--- src/rtl/mem_burst_master.sv ---
`default_nettype none
// ============================================================================
// Module      : mem_burst_master
// Description : Burst initiator for a single-port memory (combinational read,
//               clocked write). Accepts read/write burst requests, issues one
//               memory beat per cycle with an auto-incrementing address, and
//               streams write/read data over valid/ready handshakes.
// Revision    : 1.0 - initial release
// ============================================================================
module mem_burst_master #(
  parameter int ADDRWIDTH = 8,
  parameter int DATAWIDTH = 8,
  parameter int LENWIDTH  = 4
) (
  input  logic                 clk,
  input  logic                 reset,
  input  logic                 req_valid,
  output logic                 req_ready,
  input  logic                 req_write,
  input  logic [ADDRWIDTH-1:0] req_addr,
  input  logic [LENWIDTH-1:0]  req_len,
  input  logic                 wdata_valid,
  output logic                 wdata_ready,
  input  logic [DATAWIDTH-1:0] wdata,
  output logic                 rdata_valid,
  input  logic                 rdata_ready,
  output logic [DATAWIDTH-1:0] rdata,
  output logic                 rdata_last,
  output logic                 done,
  output logic                 err,
  output logic                 mem_wr_en,
  output logic                 mem_rd_en,
  output logic [ADDRWIDTH-1:0] mem_addr,
  output logic [DATAWIDTH-1:0] mem_datain,
  input  logic [DATAWIDTH-1:0] mem_dataout,
  input  logic                 mem_data_valid
);

  typedef enum logic [1:0] {
    S_IDLE  = 2'd0,
    S_WRITE = 2'd1,
    S_READ  = 2'd2
  } state_t;

  state_t                r_state;
  state_t                w_next_state;
  logic [ADDRWIDTH-1:0]  r_cur_addr;
  logic [LENWIDTH-1:0]   r_beats_left;
  logic [DATAWIDTH-1:0]  r_rdata;
  logic                  r_rdata_valid;
  logic                  r_rdata_last;
  logic                  r_done;
  logic                  r_err;

  logic                  w_accept;
  logic                  w_wr_beat;
  logic                  w_rd_issue;
  logic                  w_last_beat;
  logic                  w_rd_consume;

  // State register.
  always_ff @(posedge clk) begin
    if (reset) begin
      r_state <= S_IDLE;
    end else begin
      r_state <= w_next_state;
    end
  end

  // Next-state decode and memory/handshake strobes; memory strobes are
  // gated by reset so no access escapes during a reset cycle.
  always_comb begin
    w_next_state = r_state;
    req_ready    = 1'b0;
    wdata_ready  = 1'b0;
    mem_wr_en    = 1'b0;
    mem_rd_en    = 1'b0;
    mem_addr     = '0;
    mem_datain   = '0;
    w_accept     = 1'b0;
    w_wr_beat    = 1'b0;
    w_rd_issue   = 1'b0;
    w_last_beat  = (r_beats_left == '0);
    w_rd_consume = r_rdata_valid && rdata_ready;
    case (r_state)
      S_IDLE: begin
        // A new burst waits until the previous final read beat is taken.
        req_ready = !r_rdata_valid;
        w_accept  = req_valid && !r_rdata_valid;
        if (w_accept) begin
          w_next_state = req_write ? S_WRITE : S_READ;
        end
      end
      S_WRITE: begin
        wdata_ready = 1'b1;
        mem_addr    = r_cur_addr;
        mem_datain  = wdata;
        w_wr_beat   = wdata_valid && !reset;
        mem_wr_en   = w_wr_beat;
        if (wdata_valid && w_last_beat) begin
          w_next_state = S_IDLE;
        end
      end
      S_READ: begin
        mem_addr   = r_cur_addr;
        w_rd_issue = (!r_rdata_valid || rdata_ready) && !reset;
        mem_rd_en  = w_rd_issue;
        if (w_rd_issue && w_last_beat) begin
          w_next_state = S_IDLE;
        end
      end
      default: begin
        w_next_state = S_IDLE;
      end
    endcase
  end

  // Burst address/count, read-data output register, done pulse and sticky error.
  always_ff @(posedge clk) begin
    if (reset) begin
      r_cur_addr    <= '0;
      r_beats_left  <= '0;
      r_rdata       <= '0;
      r_rdata_valid <= 1'b0;
      r_rdata_last  <= 1'b0;
      r_done        <= 1'b0;
      r_err         <= 1'b0;
    end else begin
      r_done <= (w_wr_beat && w_last_beat) || (w_rd_consume && r_rdata_last);
      if (w_accept) begin
        r_cur_addr   <= req_addr;
        r_beats_left <= req_len;
        r_err        <= 1'b0;
      end
      if (w_wr_beat || w_rd_issue) begin
        r_cur_addr   <= r_cur_addr + 1'b1;
        r_beats_left <= r_beats_left - 1'b1;
      end
      if (w_rd_issue) begin
        r_rdata       <= mem_dataout;
        r_rdata_valid <= 1'b1;
        r_rdata_last  <= w_last_beat;
        r_err         <= r_err | !mem_data_valid;
      end else if (w_rd_consume) begin
        r_rdata_valid <= 1'b0;
      end
    end
  end

  assign rdata_valid = r_rdata_valid;
  assign rdata       = r_rdata;
  assign rdata_last  = r_rdata_last;
  assign done        = r_done;
  assign err         = r_err;

endmodule
`default_nettype wire

--- config.mk ---
export PLATFORM = sky130hd
export DESIGN_NAME = mem_burst_master
export DESIGN_NICKNAME = d
export VERILOG_FILES = /design/src/rtl/mem_burst_master.sv
export SDC_FILE = /design/constraint.sdc
export NUM_CORES = 1
export LEC_CHECK = 0
export ABC_AREA = 1
export CORE_ASPECT_RATIO = 2
export CORE_MARGIN = 10
export CORE_UTILIZATION = 43
export DETAILED_ROUTE_END_ITERATION = 10
export HOLD_SLACK_MARGIN = 0.05
export PLACE_DENSITY = 0.8
export SLEW_MARGIN = 25
export SYNTH_ARGS = -nofsm -noshare
export SYNTH_HDL_FRONTEND = slang
export SYNTH_SLANG_ARGS = --single-unit
export TNS_END_PERCENT = 100
--- constraint.sdc ---
create_clock -name clk -period 1.77 [get_ports clk]
set_input_delay 0.4425 -clock clk [delete_from_list [all_inputs] [get_ports clk]]
set_output_delay 0.4425 -clock clk [all_outputs]
set_load 0.01 [all_outputs]
==> flow_summary.json <==
{
  "switchingPower_w": 0.001480,
  "grt_max_degree": 20,
  "yosysUniqueCellTypes": 29,
  "crit_family": "buffers and inverters",
  "clock_latency_ps": 270,
  "cp.depth": 7,
  "p_leak_nw": 1.302,
  "power_density_nw_per_um2": 1344,
  "grt_pass1_vias": 1938,
  "hpwl_microns": 4028,
  "ios": 67,
  "cpMostUsedCell": "buf_6",
  "power.share.clock_pct": 11.1,
  "holdBufCountCts": 0,
  "wire_per_inst_microns": 13.88,
  "path_max_fanout": 5,
  "hold_viol_final": 0,
  "min_period_ps": 1729,
  "netlist_instances": 250,
  "async_reset_ff_share_pct": 0,
  "antenna_cells": 0,
  "status": "finished, final reports clean",
  "path_cells": "inv_2, buf_6, ha_4, buf_6, nand2_2, inv_2, buf_6",
  "cts_tree": "done",
  "cts_buffers": 3,
  "clkSinkCount": 26,
  "crit_slowest_cell": "dfxtp_2",
  "worstRegToRegCells": 10,
  "port_buffers": 66,
  "core_sq_um": 3646,
  "die_w_microns": 63.49,
  "num-nets-final": 376,
  "grt_overflow": 0,
  "fin_skew_ps": 4.253,
  "intPower_w": 0.002040,
  "synth_ff_type": "dfxtp_1",
  "critPathRequiredTime_ps": 1330,
  "yosys.area.top_type": "dfxtp_1",
  "slew_violations": 0,
  "syn-num-nets": 290,
  "place_congestion": 0.8180,
  "rsz0062_at_grt": "true",
  "path_clk_slew_ps": 90,
  "setup_viol": 0,
  "netlist.area_leader.share_pct": 32.00,
  "htreeDepth": 1,
  "hold_path_class": "reg -> reg",
  "row_count": 31,
  "critPathCaptureType": "primary output",
  "setup_tns_ps": 0,
  "cts-root-buf": "clkbuf_8",
  "syn_area_per_cell_sq_um": 6.506,
  "synth_warnings": 0,
  "period_share_pct": 97.69,
  "via_per_inst": 4.880,
  "fmax_mhz": 578.3,
  "place_area_sq_um": 2429,
  "combinationalPowerShare_pct": 63.5,
  "syn2layout_area_growth_pct": 61.00,
  "synth_edf_count": 0,
  "synthTopCellsByArea": "dfxtp_1, nand2_1, inv_1",
  "antenna_found_initial": 0,
  "arrival_ps": 1290,
  "wl_microns": 5330,
  "cp_slowest_stage_delay_ps": 350,
  "drt_pre_antenna_iters": 4,
  "worstSetupPathType": "reg -> out",
  "ant_nets": 0,
  "p_seq_share_pct": 25.4,
  "final_area_sq_um": 2619,
  "layout-drive-gt1-share_pct": 29.25,
  "yosys.cell_count.top_type": "nand2_1",
  "tightestPinTransition_ps": 215.9,
  "p_total_w": 0.003521,
  "synth-seq-cells": 26,
  "start_util_pct": 44.61,
  "first_iter_violations": 43,
  "relSlewSlack_pct": 85.59,
  "die_h_microns": 107.0,
  "grt_pass1_wl_microns": 8832,
  "vias": 1874,
  "die_area_sq_um": 6792,
  "syn-cell-area_sq_um": 1627,
  "route.detailed.drc": 0,
  "yosysSeqAreaShare_pct": 32.00,
  "clk_path_buf_depth": 2,
  "grt.total_usage_pct": 15.63,
  "path_buf_inv": 5,
  "peakVddDrop_mv": 0.8335,
  "cap_violations": 0,
  "crit_path_start_kind": "flop",
  "p_sw_share_pct": 42.05,
  "ys_top_cells_by_count": "nand2_1, inv_1, dfxtp_1",
  "hold_path_depth": 1
}
==> sequential cells by signal, summed over array words and instances, names as in the netlist <==
name and cells:
err 1, r_beats_left 4, r_cur_addr 8, rdata_valid 1, rdata_last 1, r_state 2
rdata 8, done 1
==> per-layer routing <==
metal / global-route usage (%) / share of wire [%] / vias to the layer above
met5: 0 / 0 / -
met4: 6.289 / 2.3 / 0
met3: 3.128 / 4.6 / 14
met2: 31.86 / 59 / 55
met1: 14.08 / 34 / 867
li1: - / - / 938
==> power groups by stage <==
| stage | Combinational (W) | Sequential (W) | Clock [W] |
|---|---|---|---|
| 6_report | 0.00224 | 0.000894 | 0.000390 |
| 5_1_grt | 0.00249 | 0.000915 | 0.000413 |
| 4_1_cts | 0.00211 | 0.000881 | 0.000396 |
| 3_5_place_dp | 0.00193 | 0.000885 | 0 |
| 3_3_place_gp | 0.00189 | 0.000880 | 0 |
| 2_1_floorplan | 0.00109 | 0.000888 | 0 |
==> area by class of cell <==
| type | count | area, sq um |
|---|---|---|
| tap | 49 | 61.31 |
| sequential | 26 | 523.0 |
| timing repair buffer | 92 | 870.8 |
| clock buffer | 4 | 55.05 |
| inverter | 43 | 166.4 |
| fill | 316 | 1027 |
| multi-input combinational | 170 | 942.2 |
==> per-stage QoR <==
step / utilization, % / setup WS, ps / instances / hold WS, ps
2_1_floorplan: - / 169.7 / 250 / 428.0
3_5_place_dp: 66.61 / -469.0 / 375 / 449.3
5_1_grt: 71.83 / -23.33 / 384 / 495.8
6_report: 71.83 / 40.86 / 384 / 458.7
3_3_place_gp: 66.61 / -458.7 / 375 / 443.1
4_1_cts: 68.46 / -31.79 / 384 / 463.5
==> cells by family (layout without fill, tap and decap cells) <==
logic type	Yosys count	in the layout	share of synthesized area [%]
xor gates and xnor gates	4	4	2.154
AOI/OAI and AO/OA	26	26	9.077
DFF	26	26	32.00
buffers and inverters	54	139	15.00
and+or+nand+nor	135	135	37.92
adders and majority gates	5	5	3.846
==> cells in the final DEF, fill, tap and decap left out, types with 5 or more instances in the layout <==
master,count
nor2_1,17
o21ai_0,5
nand4_1,8
inv_2,16
clkdlybuf4s50_1,43
nand2_1,65
dfxtp_1,24
buf_4,19
inv_1,26
nand2_2,18
buf_2,6
a21oi_1,10
o21ai_1,5
buf_6,20
nand3_1,20
==> path summary, 6_finish.rpt <==
| path | to | slack (ps) | startpoint |
|---|---|---|---|
| min | r_beats_left[0] | 460 | r_beats_left[0] |
| max | mem_datain[5] | 40 | r_state[1] |
| min reg2reg | r_beats_left[0] | 460 | r_beats_left[0] |
| max reg2reg | r_cur_addr[7] | 130 | r_state[1] |
==> what timing repair did <==
action | 4_1_cts | 5_1_grt
cloned | 1 | 0
endpoints found under the setup margin | 20 | 26
setup buffers | 4 | 1
resized for setup | 95 | 46
pin swaps | 2 | 7
(Power assumes the default switching activity.)
